===== config.mk =====
export PLATFORM = sky130hd
export DESIGN_NAME = half_sine_chip_demod
export DESIGN_NICKNAME = d
export VERILOG_FILES = /design/src/rtl/half_sine_chip_demod.sv
export SDC_FILE = /design/constraint.sdc
export NUM_CORES = 1
export LEC_CHECK = 0
export BUFFER_PORTS_ARGS = -buffer_cell sky130_fd_sc_hd__buf_2
export CAP_MARGIN = 0
export CORE_MARGIN = 4
export CORE_UTILIZATION = 54
export CTS_BUF_LIST = sky130_fd_sc_hd__clkbuf_16
export DETAILED_ROUTE_END_ITERATION = 7
export PLACE_DENSITY_LB_ADDON = 0.15
export REMOVE_ABC_BUFFERS = 1
export SYNTH_ARGS = -nofsm -noshare
export SYNTH_HDL_FRONTEND = slang
export SYNTH_SLANG_ARGS = --single-unit

===== constraint.sdc =====
create_clock -name clk -period 5.6 [get_ports clk]
set_clock_uncertainty 0.05 [all_clocks]
set_input_delay 1.12 -clock clk [delete_from_list [all_inputs] [get_ports clk]]
set_output_delay 1.12 -clock clk [all_outputs]
set_load 0.05 [all_outputs]

===== src/rtl/half_sine_chip_demod.sv =====
// Half-sine chip demodulator: zero-crossing acquisition, per-chip integrate-and-dump, lock tracking.
// Optional macro DEMOD_CHIP_STATS_EN adds chip_count / miss_count statistics outputs.
module half_sine_chip_demod #(
  parameter int SAMPLES_PER_CHIP = 8,
  parameter int MIDSCALE         = 8,
  parameter int CHIP_THRESHOLD   = 16,
  parameter int LOCK_COUNT       = 4
) (
  input  logic        clk,
  input  logic        reset_n,
  input  logic        enable,
  input  logic [3:0]  sample_in,
  input  logic        sample_valid,
  output logic        chip_out,
  output logic        chip_valid,
  output logic        locked
`ifdef DEMOD_CHIP_STATS_EN
  ,
  output logic [15:0] chip_count,
  output logic [15:0] miss_count
`endif
);

  localparam int LOG_SPC = $clog2(SAMPLES_PER_CHIP);
  localparam int ACC_W   = 5 + LOG_SPC;
  localparam int CNT_W   = LOG_SPC + 1;
  localparam int GOOD_W  = $clog2(LOCK_COUNT + 1);

  localparam logic signed [4:0]   MID_C = 5'(MIDSCALE);
  localparam logic [CNT_W-1:0]    SPC_C = CNT_W'(SAMPLES_PER_CHIP);
  localparam logic [ACC_W-1:0]    THR_C = ACC_W'(CHIP_THRESHOLD);
  localparam logic [GOOD_W-1:0]   LOCK_C = GOOD_W'(LOCK_COUNT);

  typedef enum logic [1:0] {IDLE, SEARCH, INTEGRATE} state_t;

  state_t                    state;
  logic signed [ACC_W-1:0]   acc;
  logic [CNT_W-1:0]          count;
  logic signed [4:0]         prev_c;
  logic [GOOD_W-1:0]         good_cnt;
  logic                      miss_pend;

  logic signed [4:0]         c;
  logic signed [ACC_W-1:0]   c_ext;
  logic signed [ACC_W-1:0]   acc_next;
  logic [CNT_W-1:0]          count_next;
  logic                      crossing;
  logic                      period_close;
  logic                      good_chip;
  logic [GOOD_W-1:0]         good_inc;

  function automatic logic [ACC_W-1:0] magnitude(input logic signed [ACC_W-1:0] v);
    magnitude = v[ACC_W-1] ? ACC_W'(-v) : ACC_W'(v);
  endfunction

  function automatic logic [GOOD_W-1:0] sat_inc_good(input logic [GOOD_W-1:0] v);
    sat_inc_good = (v >= LOCK_C) ? LOCK_C : v + GOOD_W'(1);
  endfunction

  function automatic logic [15:0] sat_inc16(input logic [15:0] v);
    sat_inc16 = (v == 16'hFFFF) ? v : v + 16'd1;
  endfunction

  assign c     = signed'({1'b0, sample_in}) - MID_C;
  assign c_ext = ACC_W'(c);

  // A full count means the previous period already closed, so this sample opens a new one.
  assign acc_next     = (count == SPC_C) ? c_ext : acc + c_ext;
  assign count_next   = (count == SPC_C) ? CNT_W'(1) : count + CNT_W'(1);
  assign period_close = (count_next == SPC_C);
  assign good_chip    = (magnitude(acc_next) >= THR_C);
  assign good_inc     = sat_inc_good(good_cnt);

  assign crossing = ((prev_c <= 5'sd0) && (c > 5'sd0)) ||
                    ((prev_c >= 5'sd0) && (c < 5'sd0));

  always_ff @(posedge clk or negedge reset_n) begin
    if (!reset_n) begin
      state      <= IDLE;
      acc        <= '0;
      count      <= '0;
      prev_c     <= '0;
      good_cnt   <= '0;
      miss_pend  <= 1'b0;
      chip_out   <= 1'b0;
      chip_valid <= 1'b0;
      locked     <= 1'b0;
`ifdef DEMOD_CHIP_STATS_EN
      chip_count <= '0;
      miss_count <= '0;
`endif
    end else begin
      chip_valid <= 1'b0;
      if (!enable) begin
        state     <= IDLE;
        acc       <= '0;
        count     <= '0;
        good_cnt  <= '0;
        miss_pend <= 1'b0;
        locked    <= 1'b0;
`ifdef DEMOD_CHIP_STATS_EN
        chip_count <= '0;
        miss_count <= '0;
`endif
      end else begin
        case (state)
          IDLE: state <= SEARCH;
          SEARCH: begin
            if (sample_valid) begin
              prev_c <= c;
              if (crossing) begin
                acc   <= c_ext;
                count <= CNT_W'(1);
                state <= INTEGRATE;
              end
            end
          end
          INTEGRATE: begin
            if (sample_valid) begin
              prev_c <= c;
              acc    <= acc_next;
              count  <= count_next;
              if (period_close) begin
                if (good_chip) begin
                  chip_valid <= 1'b1;
                  chip_out   <= ~acc_next[ACC_W-1];
                  good_cnt   <= good_inc;
                  miss_pend  <= 1'b0;
                  if (good_inc == LOCK_C) locked <= 1'b1;
`ifdef DEMOD_CHIP_STATS_EN
                  chip_count <= chip_count + 16'd1;
`endif
                end else begin
                  good_cnt <= '0;
`ifdef DEMOD_CHIP_STATS_EN
                  miss_count <= sat_inc16(miss_count);
`endif
                  // Second consecutive miss: timing is lost, reacquire from a fresh crossing.
                  if (miss_pend) begin
                    miss_pend <= 1'b0;
                    locked    <= 1'b0;
                    acc       <= '0;
                    count     <= '0;
                    state     <= SEARCH;
                  end else begin
                    miss_pend <= 1'b1;
                  end
                end
              end
            end
          end
          default: state <= IDLE;
        endcase
      end
    end
  end

endmodule


Yosys cells after proc, flatten, opt, wreduce, memory -nomap -nowiden --
Index checks and enable logic that the tools add are counted.
Storage, ports and cells: output and inout port bits 3, bits in registers 26
Cells by class: equality and inequality tests 17, add/subtract/negate cells 5, reduce and logical (&&, ||, !) cells 11, bitwise operators 1, order comparisons 6, mux-type cells 51
Operators by type and width (number):
- 8-bit 2-to-1 mux | 9
- 4-bit 2-to-1 mux | 8
- 1-bit 2-to-1 mux | 18
- 3-bit 2-to-1 mux | 6
- 3-bit != test (second input constant) | 6
- 8-bit case mux with 2 select lines | 1
- 2-bit 2-to-1 mux | 7
- 5-bit AND reduction | 2
- 8-bit by 5-bit adder with 8-bit output | 1
- 4-bit equality test (second input constant) | 2
- 8-bit by 5-bit greater-or-equal comparator with 1-bit output (second input constant) | 1
- 8-bit negator | 1
- 4-bit case mux with 2 select lines | 1
- 2-bit by 1-bit != test with 1-bit output (second input constant) | 3
- 3-bit by 1-bit != test with 1-bit output (second input constant) | 2
- 2-bit case mux with 3 select lines | 1
- 3-bit AND reduction | 2
- 6-bit AND reduction | 1
- 5-bit by 1-bit greater-or-equal comparator with 1-bit output (second input constant) | 1
- 5-bit by 1-bit > comparator with 1-bit output (second input constant) | 1
- 5-bit by 1-bit less-or-equal comparator with 1-bit output (second input constant) | 1
- 5-bit by 1-bit < comparator with 1-bit output (second input constant) | 1
- 4-bit by 4-bit subtractor with 5-bit output (second input constant) | 1
- 4-bit by 1-bit adder with 4-bit output (second input constant) | 1
- other kinds (12) | 13

Depth between registers and ports, before layout --
Gate-level depths: netlist of run 1.
word-level depth 11, mapped depth 15, mapped depth without buffers 12

Worst setup path after synthesis of run 1 --
Ideal clock, no wire load.
path kind input-to-reg, start input sample_in[3], end register acc[1], buffers on the path 3, setup slack 2.073 ns, setup time 0.130 ns, cell stages on the path 13, data required time 5.420 ns, arrival 3.347 ns, path through buf_2 inv_1 ha_1 a21oi_2 nand2_1 a41oi_2 xnor2_1 a211o_1 or2_1 buf_6 a21oi_2 buf_6 o21ai_0
On the way: longest elaborated chain between the ends 11, elaborated cells between the ends (all ways) 18, those cells by class add/sub: 3; order compare: 3; eq/ne: 1; mux: 7; reduce/logical: 4
Ends and longest elaborated chain:
- start: declaration | line 12 | input logic [3:0] sample_in,
- 4-bit by 4-bit subtractor with 5-bit output (*) | line 64 | assign c = signed'({1'b0, sample_in}) - MID_C;
- named net c[3] | line 43 | logic signed [4:0] c;
- 8-bit by 5-bit adder with 8-bit output | line 68 | assign acc_next = (count == SPC_C) ? c_ext : acc + c_ext;
- 8-bit 2-to-1 mux | line 68
- 8-bit negator | line 53 | magnitude = v[ACC_W-1] ? ACC_W'(-v) : ACC_W'(v);
- 8-bit 2-to-1 mux | line 53
- 8-bit by 5-bit greater-or-equal comparator with 1-bit output | line 71 | assign good_chip = (magnitude(acc_next) >= THR_C);
- 8-bit 2-to-1 mux | line 124 | if (good_chip) begin
- 8-bit 2-to-1 mux | line 123 | if (period_close) begin
- 8-bit 2-to-1 mux | line 119 | if (sample_valid) begin
- 8-bit case mux with 2 select lines | line 106 | case (state)
- 8-bit 2-to-1 mux | line 94 | if (!enable) begin
- end signal: assignment | line 112 | acc <= c_ext;
- end signal: assignment | line 121 | acc <= acc_next;
- end: declaration | line 37 | logic signed [ACC_W-1:0] acc;
Mark *: on every way through the listed nets, which the timed path passes. The rest lies on a longest branch. The select of a mux whose other input is x is not followed. A chain may end at the register's enable or synchronous reset.

Final worst setup path of run 1 --
start input sample_in[0], end register acc[5]
On the way: longest elaborated chain between the ends 11, elaborated cells between the ends (all ways) 21, those cells by class add/sub: 3; order compare: 3; eq/ne: 1; mux: 10; reduce/logical: 4
Ends and longest elaborated chain (line):
- 4-bit by 4-bit subtractor with 5-bit output (*) | 64
- 8-bit by 5-bit adder with 8-bit output | 68
- 8-bit 2-to-1 mux | 68
- 8-bit negator | 53
- 8-bit 2-to-1 mux | 53
- 8-bit by 5-bit greater-or-equal comparator with 1-bit output | 71
- 8-bit 2-to-1 mux | 124
- 8-bit 2-to-1 mux | 123
- 8-bit 2-to-1 mux | 119
- 8-bit case mux with 2 select lines | 106
- 8-bit 2-to-1 mux | 94
Every way passes the cells marked *; elsewhere a longest branch is shown, timed or not. The select of a mux whose other input is x is not followed.

==> results.cfg, run 1 <==
[grt]
antenna_found_initial = 0
top_usage_layer = met2
grt_max_degree = 26
grtUsageMet1_pct = 23.5
grt_overflow = 0
grt_pass1_wl_um = 7100
track_usage_pct = 17.7
met3_usage_pct = 1.88
grt_pass1_vias = 1569
grt_use_met2_pct = 30.4

[clock_network]
cts_tree = yes
cts.clk_slew.worst_paths_ns = 0.06
cts_setup_buffers = 0
clk_root_buffer_cell = clkbuf_16
clock_latency_ns = 0.26
cts-buffers-inserted = 3
htreeDepth = 1
cts.repair.resized = 0
cts_hold_buf = 0
max-clock-path-buffers = 2
cts_sinks = 25

[power]
irDropWorstVdd_mv = 0.207
p_leak_nw = 0.979
fin_total_pwr_w = 0.000989
power.density_nw_per_um2 = 459

[route]
drc = 0
viasPerCell = 5.84
wl_per_cell_um = 14.4
drtIter0Drc = 106
drt-total-wl_um = 4110
drt_pass1_iterations = 5
ant_nets = 0
vias = 1669

[sta]
slew_viol_final = 0
tightestPinTransition_ns = 0.807
fin_setup_tns_ns = 0
min_period_ns = 3.88
whs_ns = 0.441
setup_slack_ns = 1.72
slew_headroom_pct = 46.0
rsz0062_at_grt = false
final_hold_viol_count = 0
setup_viol = 0
fmax_mhz = 258
min_period_over_period_pct = 69.3

[final_layout]
fill_cells = 331
multiInputGateArea_um2 = 1290
diodes = 0
seq_area_um2 = 626
utilization_pct = 58.9
final_nets = 264
area_delta_synth_final_pct = 5.90
drive_gt1_share_pct = 13.4

[floorplan]
die_x_um = 69.4
fp.dieH_um = 69.4
rows = 22
start_util_pct = 55.6
io_pins = 11
core_um2 = 3660
dieArea_um2 = 4810

[worst_setup_path]
cp_max_fo = 11
end_kind = register
start_kind = input pin
crit_required_ns = 5.67
critical_path_class = in -> reg
critPathArrivalTime_ns = 3.94

[placement]
io_buffers = 10
gp_congestion = 0.777
pre_cts_ws_ns = 1.46
dpl.hpwl_um = 3150

[logic_synthesis]
synthArstFlopShare_pct = 100
synthTopCellsByArea = dfrtp_1 (31%), ha_1 (9.8%), nand2_1 (5.2%)
synth_top_area_share_pct = 30.8
syn-cell-area_um2 = 2030
ys.flop_type = dfrtp_1
yosysSeqAreaShare_pct = 30.8
ys_seq_elements = 25
synth_largest_area_cell = dfrtp_1
yosys_warnings = 0
avgSynthCellArea_um2 = 8.77
synth_edf_count = 0
synth.distinct_cells = 58
postSynthCellCount = 232

[job]
maxCapViolCount = 0

[min_path]
holdCritPathClass = reg -> reg

[run_status]
status = finished clean
-- worst paths after layout --
path	startpoint	endpoint	slack [ns]	cells after the start
setup reg to reg	count[0]$_DFFE_PN0P_	state[0]$_DFFE_PN0P_	2.16	11
hold / removal	prev_c[1]$_DFFE_PN0P_	prev_c[1]$_DFFE_PN0P_	0.44	2
hold reg to reg	prev_c[1]$_DFFE_PN0P_	prev_c[1]$_DFFE_PN0P_	0.44	2
setup / recovery	sample_in[0]	acc[5]$_DFFE_PN0P_	1.72	12
min in group asynchronous	reset_n	acc[6]$_DFFE_PN0P_	0.81	1
max in group asynchronous	reset_n	acc[4]$_DFFE_PN0P_	4.32	1
-- power breakdown --
part / internal, W / leakage (nW) / switching [W]
clock network: 0.0000953 / 0.0423 / 0.0000595
logic: 0.000235 / 0.601 / 0.000326
registers: 0.000234 / 0.335 / 0.0000395
-- stage by stage --
step | instance area (µm²) | std cells
floorplan | 1970 | 224
global placement | 2080 | 282
detailed placement | 2080 | 282
CTS | 2150 | 286
global route | 2150 | 286
finish | 2150 | 286
-- cells in the final DEF (no fill, tap or decap), types with 3 or more instances in the layout --
cell and n:
nand2_1 28, dfrtp_1 25, o21ai_0 18, ha_1 16, inv_1 15, nor2_1 12
a21oi_1 12, nand3_1 10, buf_2 10, nand3b_1 4, a21o_1 4, and2_1 4
mux2i_1 3, xnor2_1 3, o211ai_1 3, a31oi_1 3, xor2_1 3, mux2_2 3
nor3_1 3, a22oi_1 3, o21ai_1 3, a21boi_0 3, clkbuf_16 3
-- worst max-delay path, stage by stage --
cell and delay [ns]:
buf_2 0.14, ha_1 0.19, inv_1 0.05, fa_1 0.39
and2b_1 0.25, o22ai_1 0.10, xor2_1 0.17, o21ai_0 0.42
mux2_2 0.28, nand3_1 0.19, a21oi_2 0.46, o21ai_0 0.17
-- synth_stat cells (all sizes together) (3+ instances only) --
cell type and count:
a21boi 4, a21o 6, a21oi 14, a22oi 3, a31oi 3, and2 5, and3 3, buf 6
dfrtp 25, ha 16, inv 14, mux2 3, mux2i 3, nand2 28, nand3 10, nand3b 4
nor2 12, nor3 3, nor3b 3, o211ai 3, o21ai 21, o41ai 3, xnor2 3, xor2 3
-- logic make-up (layout without fill, tap and decap cells) --
logic type / count (synthesis) / count (layout) / synth area share (%)
and+or+nand+nor: 83 / 83 / 21.8
AOI/OAI and AO/OA: 73 / 73 / 24.9
DFF: 25 / 25 / 30.8
buffers and inverters: 22 / 28 / 5.97
adders and majority gates: 17 / 17 / 10.8
xor gates and xnor gates: 6 / 6 / 2.58
muxes: 6 / 6 / 3.14
-- registers in the layout, summed over array words and instances (netlist names) --
name	flops
acc	8
count	4
prev_c	4
good_cnt	3
state	2
chip_out	1
chip_valid	1
locked	1
miss_pend	1
-- area by class of cell --
type	instances	share of cell area, %
clock buffer	3	3.48
tap	48	2.79
timing repair buffer	10	2.32
multi-input combinational	185	59.8
clock inverter	1	0.174
sequential	25	29.0
inverter	14	2.44
-- routing by layer --
| metal | vias to the layer above | share of wire [%] |
|---|---|---|
| met2 | 33 | 47 |
| li1 | 852 | - |
| met1 | 779 | 48 |
| met3 | 5 | 3.3 |
| met5 | - | 0 |
| met4 | 0 | 1.3 |
Power figures use the tool's default switching activity.
==> run 2, diff against run 1 <==
==> constraint.sdc (replaced) <==
create_clock -name clk -period 3.4 [get_ports clk]
set_clock_uncertainty 0.05 [all_clocks]
set_input_delay 0.68 -clock clk [delete_from_list [all_inputs] [get_ports clk]]
set_output_delay 0.68 -clock clk [all_outputs]
set_load 0.05 [all_outputs]
==> run 2 against run 1 <==
  * Highest routed layer unchanged
  * Largest power group unchanged
  * Critical path depth is 1 higher
  * Cell count is 3.1% higher
  * Global-route usage is 1.4 points higher
==> results.cfg, run 2 (synthesis gave the netlist of run 1 again) <==
[clock_network]
cts.repair.resized = 0
clk_root_buffer_cell = clkbuf_16
clock_latency_ns = 0.26
htreeDepth = 1
cts_hold_buf = 0
cts-buffers-inserted = 3
cts_setup_buffers = 0
cts_tree = yes
max-clock-path-buffers = 2
cts_sinks = 25
cts.clk_slew.worst_paths_ns = 0.06

[sta]
slew_headroom_pct = 61.2
fmax_mhz = 317
tightestPinTransition_ns = 0.581
min_period_ns = 3.15
setup_viol = 0
rsz0062_at_grt = false
slew_viol_final = 0
min_period_over_period_pct = 92.8
final_hold_viol_count = 0

[final_layout]
final_cell_area_um2 = 2220
final_nets = 273
reg_top3 = acc x8, count x4, prev_c x4
diodes = 0
final_cell_mix = nand2_1 (28), dfrtp_1 (25), o21ai_0 (18)
largest_register_ffs = 8
drive_gt1_share_pct = 16.6
area_delta_synth_final_pct = 9.23
fill_cells = 339
final_common_cell = nand2_1
largest_register = acc

[grt]
track_usage_pct = 19.2
grt_pass1_wl_um = 7500
grt_overflow = 0
grt_pass1_vias = 1631
antenna_found_initial = 0
grt_max_degree = 26

[worst_setup_path]
crit_required_ns = 3.53
reg2reg_from = acc[0]$_DFFE_PN0P_
path_buf_inv = 2
cpPeakStageDelay_ns = 0.51
crit_path_start = sample_in[0]
critical_path_class = in -> reg
end_kind = register
cp_top_family = adder cells
start_kind = input pin
cp_max_fo = 3
cp_slowest_cell = fa_1
worstPathCellList = buf_2 > ha_1 > inv_1 > fa_1 > nand2_1 > o21ai_0 > ha_1 > nand2_1 > a211oi_1 > mux2_2 > and4_1 > o21ai_0 > mux2i_1
critPathArrivalTime_ns = 3.29

[floorplan]
start_util_pct = 55.6
core_um2 = 3660
dieArea_um2 = 4810
io_pins = 11
rows = 22
die_x_um = 69.4
fp.dieH_um = 69.4

[route]
ant_nets = 0
wl_met1_um = 2070
vias = 1731
drt-total-wl_um = 4430
wl_per_cell_um = 15.0
drt_pass1_iterations = 4
drtIter0Drc = 55
drc = 0
wl_met2_um = 2170
wl_met3_um = 129
routed.top_layer = met4
viasPerCell = 5.87

[run_status]
status = finished clean

[power]
fin_total_pwr_w = 0.00166
irDropWorstVdd_mv = 0.315
p_leak_nw = 1.02
power.density_nw_per_um2 = 747

[job]
maxCapViolCount = 0

[placement]
postPlaceCellArea_um2 = 2140
dpl.hpwl_um = 3360
gp_congestion = 0.847
io_buffers = 10

[min_path]
holdCritPathClass = in -> async
## run 2: changes by cell type in the layout (fill, tap and decap cells not counted)
cell | previous run | this run
buf_4 | 0 | 9
## run 2: power by group
group          internal, W  switching, W
Sequential        0.000385     0.0000655
Clock             0.000157      0.000101
Combinational     0.000409      0.000542
## run 2: path summary, 6_finish.rpt
kind	end	slack (ns)	depth (start not counted)
max	state[1]$_DFFE_PN0P_	0.25	13
min	acc[3]$_DFFE_PN0P_	0.37	1
max reg2reg	state[1]$_DFFE_PN0P_	0.40	12
min reg2reg	prev_c[1]$_DFFE_PN0P_	0.45	2
max in group asynchronous	state[1]$_DFFE_PN0P_	2.55	1
min in group clk	prev_c[1]$_DFFE_PN0P_	0.45	2
## run 2: worst register-to-register path: stages, from the launching register on
cell,delay (ns)
dfrtp_1,0.35
ha_1,0.17
inv_1,0.06
fa_1,0.51
nand2_1,0.07
o21ai_0,0.09
ha_1,0.18
nand2_1,0.05
a211oi_1,0.23
mux2_2,0.39
and4_1,0.19
o21ai_0,0.36
mux2i_1,0.22
## run 2: cell type report
| cell class | count | area, µm² | area share (%) |
|---|---|---|---|
| multi-input cells | 185 | 1290 | 57.9 |
| well taps | 48 | 60.1 | 2.70 |
| clock inverters | 1 | 3.75 | 0.169 |
| inverters | 14 | 52.6 | 2.36 |
| clock buffers | 3 | 75.1 | 3.38 |
| repair buffers | 19 | 118 | 5.29 |
| flip-flops and latches | 25 | 626 | 28.2 |
## run 2: layer usage
layer	vias up	track usage, %
met5	-	0
met4	0	5.86
met3	5	2.75
met2	23	33.4
met1	832	24.5
li1	871	-
## run 2: stage by stage
step	worst slack (ns)	utilization, %	hold WS, ns	cells	setup TNS (ns)
6_report	0.246	60.7	0.367	295	0
5_1_grt	0.0789	60.7	0.409	295	0
4_1_cts	0.238	60.7	0.388	295	0
3_5_place_dp	-0.00452	58.5	0.436	291	-0.00595
3_3_place_gp	0.0242	58.5	0.431	291	0
2_1_floorplan	0.337	-	0.334	224	0
==> run 3, diff against run 2 <==
--- a/config.mk
+++ b/config.mk
@@ -13,6 +13,7 @@
 export DETAILED_ROUTE_END_ITERATION = 7
 export PLACE_DENSITY_LB_ADDON = 0.15
 export REMOVE_ABC_BUFFERS = 1
+export SETUP_SLACK_MARGIN = 0.3
 export SYNTH_ARGS = -nofsm -noshare
 export SYNTH_HDL_FRONTEND = slang
 export SYNTH_SLANG_ARGS = --single-unit
==> run 3 against run 2 <==
  * Power up 9.3%
  * Routed wire length up 2.5%
  * Largest power group unchanged
  * Die area unchanged
  * Clock-buffer cell count unchanged
  * Register-to-register slack better by 0.09 ns
  * Critical endpoint unchanged
  * Global-route usage unchanged
  * Sequential share of layout area down 1.8 points
==> results.cfg, run 3 (synthesis gave the netlist of run 1 again) <==
[run_status]
status = finished clean

[final_layout]
final_cell_mix = nand2_1 (27), dfrtp_1 (25), o21ai_0 (15)
largest_register = acc
final_cell_area_um2 = 2380
diodes = 0
stdcell_count = 297
final_common_cell = nand2_1
seq_area_um2 = 626
fill_cells = 318
reg_top3 = acc x8, count x4, prev_c x4
largest_register_ffs = 8
drive_gt1_share_pct = 23.3
multiInputGateArea_um2 = 1420
area_delta_synth_final_pct = 16.8
final_nets = 275

[sta]
rsz0062_at_grt = false
setup_viol = 0
slew_headroom_pct = 61.9
slew_viol_final = 0
fin_setup_tns_ns = 0
min_period_over_period_pct = 89.0
final_hold_viol_count = 0
tightestPinTransition_ns = 0.571
min_period_ns = 3.03
setup_slack_ns = 0.373
fmax_mhz = 330

[placement]
pre_cts_ws_ns = -0.00452
dpl.hpwl_um = 3360
gp_congestion = 0.847
dp_cells = 291
io_buffers = 10
postPlaceCellArea_um2 = 2140

[grt]
grt_pass1_wl_um = 7500
grt_max_degree = 26
grt_pass1_vias = 1631
track_usage_pct = 19.2
antenna_found_initial = 0
grt_overflow = 0

[floorplan]
core_um2 = 3660
dieArea_um2 = 4810
die_x_um = 69.4
io_pins = 11
rows = 22
start_util_pct = 55.6
fp.dieH_um = 69.4

[worst_setup_path]
critical_path_class = in -> reg
reg2reg_depth = 11
critPathArrivalTime_ns = 3.16
crit_path_start = sample_in[0]
worstPathCellList = buf_2 > ha_4 > inv_1 > fa_2 > nand2_2 > o21ai_2 > ha_2 > nand2_1 > a211oi_2 > mux2_4 > and4_1 > o21ai_1 > mux2i_1
cp_max_fo = 3
cp_slowest_cell = fa_2
start_kind = input pin
cpPeakStageDelay_ns = 0.56
end_kind = register
reg2reg_from = count[0]$_DFFE_PN0P_
crit_required_ns = 3.53

[route]
vias = 1753
drt_pass1_iterations = 4
drt-total-wl_um = 4540
wl_per_cell_um = 15.3
drtIter0Drc = 46
viasPerCell = 5.90
ant_nets = 0
drc = 0

[power]
p_leak_nw = 1.04
power.density_nw_per_um2 = 764
irDropWorstVdd_mv = 0.345

[clock_network]
cts_sinks = 25
clock_latency_ns = 0.26
clk_root_buffer_cell = clkbuf_16
max-clock-path-buffers = 2
htreeDepth = 1
cts-buffers-inserted = 3
cts.clk_slew.worst_paths_ns = 0.06
cts_tree = yes

[job]
maxCapViolCount = 0

[min_path]
holdCritPathClass = in -> async
## run 3: cell count changes in the layout (fill, tap and decap cells not counted), moves of 2 or more
cell and delta:
ha_4 +5, o21ai_0 -3, buf_6 +2, o21ai_2 +2, ha_1 -6
## run 3: layout make-up
type | count | share of cell area [%]
multi-input cells | 185 | 59.6
flip-flops and latches | 25 | 26.3
repair buffers | 21 | 5.90
clock buffers | 3 | 3.16
well taps | 48 | 2.53
inverters | 14 | 2.37
clock inverters | 1 | 0.158
## run 3: critical path: cells and delay by family
family / cells / cell delay [ns]
AND/OR/NAND/NOR: 3 / 0.33
multiplexers: 2 / 0.56
AO/OA/AOI/OAI: 3 / 0.58
adder cells (fa/ha/maj): 3 / 0.86
buffers and inverters: 2 / 0.16
## run 3: timing repair
action,CTS,global route
setup buffers,0,2
gates resized for setup,2,27
endpoints found under the setup margin,3,17
hold buffers,0,0
pin swaps,0,8
## run 3: metrics by stage
| step | hold WS, ns | power (W) | utilization, % |
|---|---|---|---|
| 2_1_floorplan | 0.334 | 0.00117 | - |
| 3_3_place_gp | 0.431 | 0.00139 | 58.5 |
| 3_5_place_dp | 0.436 | 0.00140 | 58.5 |
| 4_1_cts | 0.388 | 0.00168 | 60.8 |
| 5_1_grt | 0.409 | 0.00197 | 64.9 |
| 6_report | 0.361 | 0.00182 | 64.9 |
## run 3: final timing paths
path                                              end  slack [ns]
worst max-delay path             state[1]$_DFFE_PN0P_        0.37
worst min-delay path               acc[3]$_DFFE_PN0P_        0.36
worst max register to register   state[1]$_DFFE_PN0P_        0.49
worst min register to register  prev_c[1]$_DFFE_PN0P_        0.45
max in group asynchronous        state[1]$_DFFE_PN0P_        2.56
min in group clk                prev_c[1]$_DFFE_PN0P_        0.45
## run 3: where the power goes
part,internal [W],total (W),switching [W]
Clock,0.000157,0.000259,0.000102
Sequential,0.000385,0.000463,0.0000779
Combinational,0.000494,0.00109,0.000600
## run 3: per-layer routing
| layer | wire [µm] | track usage [%] | vias up |
|---|---|---|---|
| met1 | 2130 | 24.5 | 838 |
| met4 | 74 | 5.86 | 0 |
| met2 | 2220 | 33.4 | 24 |
| met3 | 111 | 2.75 | 7 |
| met5 | 0 | 0 | - |
| li1 | - | - | 884 |
